--- src/rtl/dht11_acq_scheduler.sv ---
// Periodic DHT11 acquisition sequencer: EN/RST handshake, WAIT timeout, retries, result latching.
// Define DHT_SCHED_RANGE_CHECK_EN to also reject frames with implausible humidity/temperature bytes.
module dht11_acq_scheduler #(
    parameter int CLK_HZ     = 50000000,
    parameter int PERIOD_MS  = 2000,
    parameter int TIMEOUT_MS = 50,
    parameter int MAX_RETRY  = 3
) (
    input  logic       CLK,
    input  logic       RST,
    input  logic       START,
    input  logic       TRIG,
    output logic       DHT_EN,
    output logic       DHT_RST,
    input  logic       DHT_WAIT,
    input  logic       DHT_ERROR,
    input  logic       DHT_CRC,
    input  logic [7:0] DHT_HUM_INT,
    input  logic [7:0] DHT_HUM_FLOAT,
    input  logic [7:0] DHT_TEMP_INT,
    input  logic [7:0] DHT_TEMP_FLOAT,
    output logic [7:0] HUM_INT,
    output logic [7:0] HUM_FLOAT,
    output logic [7:0] TEMP_INT,
    output logic [7:0] TEMP_FLOAT,
    output logic       VALID,
    output logic       FAIL,
    output logic       STALE,
    output logic       BUSY,
    output logic [7:0] ERR_COUNT
);

    localparam int PERIOD_CYC = CLK_HZ / 1000 * PERIOD_MS;
    localparam int TMO_CYC    = CLK_HZ / 1000 * TIMEOUT_MS;
    localparam int MAX_CYC    = (PERIOD_CYC > TMO_CYC) ? PERIOD_CYC : TMO_CYC;
    localparam int TW         = $clog2(MAX_CYC + 1);

    localparam logic [TW-1:0] PERIOD_LAST = TW'(PERIOD_CYC - 1);
    localparam logic [TW-1:0] TMO_LAST    = TW'(TMO_CYC - 1);
    localparam logic [3:0]    RETRY_MAX   = 4'(MAX_RETRY);

    typedef enum logic [2:0] {IDLE, RSTS, ARM, XFER, CHECK, HOLDOFF} state_t;

    state_t        state, state_nx;
    logic [TW-1:0] tmr, tmr_nx;
    logic          tmo, tmo_nx;
    logic [3:0]    retry, retry_nx;
    logic          retry_pending, retry_pending_nx;
    logic          trig_pending, trig_pending_nx;
    logic          en_nx, rst_nx, busy_nx, valid_nx, fail_nx, stale_nx;
    logic [7:0]    err_nx;
    logic          latch;
    logic          tmo_hit;
    logic          in_range;
    logic          frame_good;

`ifdef DHT_SCHED_RANGE_CHECK_EN
    assign in_range = (DHT_HUM_INT <= 8'd95) && (DHT_TEMP_INT <= 8'd50);
`else
    assign in_range = 1'b1;
`endif

    // One timer serves both the ARM/XFER timeout and the hold-off period; it restarts on entry to each.
    assign tmo_hit    = (tmr == TMO_LAST);
    assign frame_good = !tmo && !DHT_ERROR && DHT_CRC && in_range;

    always_comb begin
        state_nx         = state;
        tmr_nx           = tmr + 1'b1;
        tmo_nx           = tmo;
        retry_nx         = retry;
        retry_pending_nx = retry_pending;
        trig_pending_nx  = trig_pending | (TRIG & (state != IDLE));
        valid_nx         = 1'b0;
        fail_nx          = 1'b0;
        stale_nx         = STALE;
        err_nx           = ERR_COUNT;
        latch            = 1'b0;

        case (state)
            IDLE: begin
                tmr_nx = '0;
                if (START || TRIG)
                    state_nx = RSTS;
            end
            RSTS: begin
                tmr_nx   = '0;
                tmo_nx   = 1'b0;
                state_nx = ARM;
            end
            ARM: begin
                if (tmo_hit) begin
                    tmo_nx   = 1'b1;
                    state_nx = CHECK;
                end else if (DHT_WAIT) begin
                    state_nx = XFER;
                end
            end
            XFER: begin
                if (tmo_hit) begin
                    tmo_nx   = 1'b1;
                    state_nx = CHECK;
                end else if (!DHT_WAIT) begin
                    state_nx = CHECK;
                end
            end
            CHECK: begin
                tmr_nx   = '0;
                state_nx = HOLDOFF;
                if (frame_good) begin
                    latch    = 1'b1;
                    valid_nx = 1'b1;
                    stale_nx = 1'b0;
                    retry_nx = '0;
                end else begin
                    if (ERR_COUNT != 8'hFF)
                        err_nx = ERR_COUNT + 8'd1;
                    if (retry < RETRY_MAX) begin
                        retry_nx         = retry + 4'd1;
                        retry_pending_nx = 1'b1;
                    end else begin
                        fail_nx  = 1'b1;
                        stale_nx = 1'b1;
                        retry_nx = '0;
                    end
                end
            end
            HOLDOFF: begin
                if (tmr == PERIOD_LAST) begin
                    if (retry_pending || START || trig_pending || TRIG) begin
                        state_nx         = RSTS;
                        retry_pending_nx = 1'b0;
                        trig_pending_nx  = 1'b0;
                    end else begin
                        state_nx = IDLE;
                    end
                end
            end
            default: state_nx = IDLE;
        endcase

        // Outputs are decoded from the next state so they appear registered in step with it.
        en_nx   = (state_nx == RSTS) || (state_nx == ARM) || (state_nx == XFER);
        rst_nx  = (state_nx == RSTS);
        busy_nx = en_nx || (state_nx == CHECK);
    end

    always_ff @(posedge CLK or posedge RST) begin
        if (RST) begin
            state         <= IDLE;
            tmr           <= '0;
            tmo           <= 1'b0;
            retry         <= '0;
            retry_pending <= 1'b0;
            trig_pending  <= 1'b0;
            DHT_EN        <= 1'b0;
            DHT_RST       <= 1'b1;
            HUM_INT       <= 8'h00;
            HUM_FLOAT     <= 8'h00;
            TEMP_INT      <= 8'h00;
            TEMP_FLOAT    <= 8'h00;
            VALID         <= 1'b0;
            FAIL          <= 1'b0;
            STALE         <= 1'b1;
            BUSY          <= 1'b0;
            ERR_COUNT     <= 8'h00;
        end else begin
            state         <= state_nx;
            tmr           <= tmr_nx;
            tmo           <= tmo_nx;
            retry         <= retry_nx;
            retry_pending <= retry_pending_nx;
            trig_pending  <= trig_pending_nx;
            DHT_EN        <= en_nx;
            DHT_RST       <= rst_nx;
            VALID         <= valid_nx;
            FAIL          <= fail_nx;
            STALE         <= stale_nx;
            BUSY          <= busy_nx;
            ERR_COUNT     <= err_nx;
            if (latch) begin
                HUM_INT    <= DHT_HUM_INT;
                HUM_FLOAT  <= DHT_HUM_FLOAT;
                TEMP_INT   <= DHT_TEMP_INT;
                TEMP_FLOAT <= DHT_TEMP_FLOAT;
            end
        end
    end

endmodule

--- config.mk ---
export PLATFORM = sky130hd
export DESIGN_NAME = dht11_acq_scheduler
export DESIGN_NICKNAME = d
export VERILOG_FILES = /design/src/rtl/dht11_acq_scheduler.sv
export SDC_FILE = /design/constraint.sdc
export NUM_CORES = 1
export LEC_CHECK = 0
export BUFFER_PORTS_ARGS = -buffer_cell sky130_fd_sc_hd__buf_4
export CORE_MARGIN = 2
export CORE_UTILIZATION = 35
export CTS_CLUSTER_DIAMETER = 50
export DETAILED_ROUTE_END_ITERATION = 6
export PLACE_DENSITY_LB_ADDON = 0.05
export SETUP_SLACK_MARGIN = 0.5
export SYNTH_ARGS = -nofsm -noshare
export SYNTH_HDL_FRONTEND = slang
export SYNTH_SLANG_ARGS = --single-unit
--- constraint.sdc ---
create_clock -name CLK -period 3.99 [get_ports CLK]
set_clock_uncertainty 0.15 [all_clocks]
set_input_delay 0.399 -clock CLK [delete_from_list [all_inputs] [get_ports CLK]]
set_output_delay 0.399 -clock CLK [all_outputs]
set_load 0.02 [all_outputs]
Yosys cells after proc, flatten, opt, wreduce, memory -nomap -nowiden
Cells that the tools add are included.
Widths: inputs -> output; s select.

word-level totals
  bits in registers = 83
  input port bits = 39
  word-level logic and storage cells = 91

cells by class
  $add $sub $neg = 3
  order comparisons = 1
  equal/unequal tests = 18
  muxes and demuxes = 28
  bitwise operators = 3
  reduce and logical (&&, ||, !) cells = 21

operators by type and width
  cell                   count
  $add 27x1->27 const B  1
  $eq 27x22->1 const B   1
  $eq 27x27->1 const B   1
  $mux 27                1
  $mux 3                 6
  $pmux 3 s6             1
  $mux 1                 16
  $eq 3x2->1 const B     4
  $ne 2x2->1 const B     5
  $eq 3x3->1 const B     3
  $add 8x1->8 const B    1
  $mux 4                 2
  $ne 8x8->1 const B     1
  $logic_or 1x1->1       7
  $eq 3x1->1 const B     2
  $reduce_and 5->1       1
  $add 4x1->4 const B    1
  $lt 4x2->1 const B     1
  $pmux 1 s2             2
  $reduce_and 2->1       2
  $reduce_bool 2->1      2
  $logic_not 3->1        1
  $reduce_and 3->1       1
  $reduce_bool 3->1      1
  other kinds (8)        10

Depth between registers and ports, before layout
  word-level depth = 10
  mapped depth = 6
  gate-level depth less buffers = 5

Worst setup path after synthesis
No wires, ideal clock.

  path type = register to register
  start = register state[1]
  end = register ERR_COUNT[1]
  data arrival time = 1.578 ns
  required time = 3.715 ns
  setup slack = 2.137 ns
  cell stages (with the launch flop) = 7
  path buffers = 2
  clock period less this slack = 1.853 ns
  cells stage by stage = dfrtp_1 > buf_2 > or3b_1 > clkbuf_1 > nor2_4 > nand2_1 > mux2_2

between the ends
  cells in the longest elaborated chain, start to end = 2

ends and longest elaborated chain
  element                     line  source
  start: declaration          44    state_t state, state_nx;
  start signal: assignment    168   state <= state_nx;
  $eq 3x3->1                  80    case (state)
  $reduce_and 3->1 (no line)  --
  end signal: assignment      180   ERR_COUNT <= err_nx;
  end: declaration            30    output logic [7:0] ERR_COUNT

Every way passes these cells.
A chain may end at the register's enable or synchronous reset.

Worst setup path in the final report
  start = register tmr[0]
  end = register tmr[24]

between the ends
  cells in the longest elaborated chain, start to end = 2

ends and longest elaborated chain
  element                   line  source
  start: declaration        45    logic [TW-1:0] tmr, tmr_nx;
  start signal: assignment  169   tmr <= tmr_nx;
  $add 27x1->27             69    tmr_nx = tmr + 1'b1;
  $mux 27                   80
  named net tmr_nx[24]      45

The timed path passes the listed nets, and every way through them passes these cells.

==> reports/results.ini <==
[run_status]
outcome=finished with violations
violations=negative hold slack

[drt]
antenna_left=0
dr_total_vias=2726
routed_wl_um=8010
dr.pass1.iters=4
wl_per_cell_um=14.8
vias_per_cell=5.04
drt-initial-drc-count=117
drc=0

[place]
dp_hpwl_um=5540
io_buffer_count=84
gp_congestion=0.775

[setup_path]
cp-start-kind=flip-flop
critPathMaxFanout=9
crit_family=simple AND/OR/NAND/NOR gates
cp_slowest_stage_delay_ns=0.52
crit_required_ns=4.13
critical_path.cell_chain=ha_1 > and3_1 > nand4_2 > or4_1 > a21oi_1
crit_buf_inv=0
setup.worst_path.end_class=flip-flop
crit_slowest_cell=or4_1
arrival_ns=2.27
critPathKind=reg -> reg

[floorplan]
row_count=37
die_h_um=107
io_pins=85
die_area_um2=11400
initial_utilization=0.360
coreArea_um2=10300
die_x_um=107

[timing]
setup_viol=0
worst_pin_slew_ns=0.755
maxSlewViolCount=0
max_freq_ghz=0.470
tns_ns=0
hold-worst-slack_ns=-0.00945
period_share=0.534
maxSlewHeadroom=0.496
fin_crit_ns=2.13
rsz0062_at_grt=no
hold_viol_final=5

[clock_network]
htreeDepth=3
clk_pin_slew_ns=0.09
cts_buffer_depth=2
cts_resized=0
cts.sinks=83
cts_setup_buffers=0
insertion_delay_ns=0.36
cts_tree=built
cts_hold_buf=0
cts_buffers=9
root_buffer=clkbuf_8

[power_and_ir_drop]
clkPwrFrac=0.211
finalPower_uw=2920
swShare=0.358
power_switching_uw=1040
p_leak_uw=0.00215
vdd_drop_max_mv=0.359
powerDensity_nw_per_um2=627
intPower_uw=1870
pwr-share-seq=0.428
combPwrFrac=0.361

[yosys]
synth_adder_area_share=0.0101
yosysMostFrequentCell=dfrtp_1
ys_top_cells_by_area=dfrtp_1 (55%), mux2_2 (10%), nand3_1 (2.4%)
ys.flop_type=dfrtp_1
synth-compound-area-share=0.0764
synth-edff-count=0
synth_common_cells=dfrtp_1 (81), mux2_2 (33), nor2_1 (21), nand3_1 (18), nand2_1 (16)
synth_top_family_by_area=simple AND/OR/NAND/NOR gates
yosys.area.top_type=dfrtp_1
syn_area_um2=3700
synthSimpleGateAreaFrac=0.179
async_flop_share=1.00
ys_warn_count=0
synth-seq-cells=83
synthCells=314
seq_area_frac_synth=0.562
syn_nets=356
muxShareOfSynthArea=0.103
synth_top_area_frac=0.548
syn_area_per_cell_um2=11.8
synth_xor_area_frac=0.0450
synth.distinct_cells=46

[global_route]
grt_max_degree=45
grt_pass1_vias=2671
gr-total-overflow=0
grt_use_total=0.151
antenna_found_initial=0
grt_pass1_wl_um=13500

[cells_and_area]
area_delta_synth_final_pct=25.9
fillCellCount=989
nets=442
antenna_cells=0
drive_gt1_frac=0.351

[worst_hold_path]
hold_path_class=in -> async

[run]
maxCapViolations=0

layout make-up:
cell class | count | area, um^2 | share of cell area
repair buffers | 87 | 653 | 0.140
well taps | 136 | 170 | 0.0365
multi-input cells | 213 | 1530 | 0.329
clock inverters | 6 | 71.3 | 0.0153
flip-flops and latches | 83 | 2080 | 0.447
clock buffers | 10 | 128 | 0.0274
inverters | 6 | 23.8 | 0.00510
final timing paths:
path                                            endpoint  slack (ns)  cells after the start                  from
worst max-delay path                   tmr[24]$_DFF_PP0_        1.86                      5      tmr[0]$_DFF_PP0_
worst max register to register         tmr[24]$_DFF_PP0_        1.86                      5      tmr[0]$_DFF_PP0_
max in group asynchronous              DHT_RST$_DFF_PP1_        2.71                      3                   RST
min in group CLK                  HUM_INT[2]$_DFFE_PP0P_        0.11                      2        DHT_HUM_INT[2]
worst min register to register      retry[3]$_DFFE_PP0P_        0.34                      1  retry[3]$_DFFE_PP0P_
worst min-delay path            HUM_FLOAT[5]$_DFFE_PP0P_      -0.009                      2                   RST
layer usage:
metal / up-vias / GRT usage / wire length (um) / part of all wire
met2: 61 / 0.232 / 3790 / 0.47
met3: 11 / 0.0462 / 375 / 0.047
met4: 0 / 0.0584 / 141 / 0.018
li1: 1321 / - / - / -
met5: - / 0 / 0 / 0
met1: 1333 / 0.199 / 3700 / 0.46
sequential cells by signal (all words and copies together) (netlist names), 3 cells and up:
register / count
ERR_COUNT: 8
HUM_FLOAT: 8
HUM_INT: 8
TEMP_FLOAT: 8
TEMP_INT: 8
retry: 4
state: 3
tmr: 27
power groups by stage:
stage	sequential (uW)	clock [uW]	combinational, uW
2_1_floorplan	1480	0	387
3_3_place_gp	1260	0	1060
3_5_place_dp	1270	0	1070
4_1_cts	1250	644	1070
5_1_grt	1290	679	1140
6_report	1250	615	1050
cells by family after synthesis:
family                     after synthesis
adders and majority gates                3
AOI/OAI and AO/OA                       44
DFF                                     83
xor gates and xnor gates                19
buffers and inverters                   18
muxes                                   34
and+or+nand+nor                        113
stage by stage:
stage               instances  area [um^2]  setup WS, ns  hold WS, ns   util
floorplan                 314         3700          1.31        0.298      -
global placement          525         4460          1.91        0.309  0.434
detailed placement        525         4460          1.88        0.325  0.434
finish                    541         4660          1.86     -0.00945  0.453
global route              541         4660          1.71       0.0441  0.453
CTS                       541         4660          1.86       0.0170  0.453
cell usage in the layout, fill, tap and decap left out, types with 2 or more instances in the layout:
cell type,synthesis,final
buf_4,0,87
dfrtp_1,81,81
mux2_2,33,33
nor2_1,21,21
nand3_1,18,18
nand2_1,16,16
a21oi_1,14,14
xnor2_1,10,10
or4_1,10,10
nand4_1,9,9
o31ai_1,9,9
xor2_1,9,9
clkbuf_8,0,9
o21ai_0,7,7
nor3_1,6,6
and4_1,6,6
inv_1,6,5
and3_1,4,4
nor4bb_1,3,3
or3_1,3,3
and2_1,3,3
ha_1,3,3
dfstp_2,2,2
a21boi_0,2,2
and4b_1,2,2
nor4_1,2,2
nor2b_1,2,2
a31oi_1,2,2
o211ai_1,2,2
a21o_1,2,2
clkinvlp_4,0,2
inv_6,0,2
Note: power is estimated with default switching activity, not from simulation.
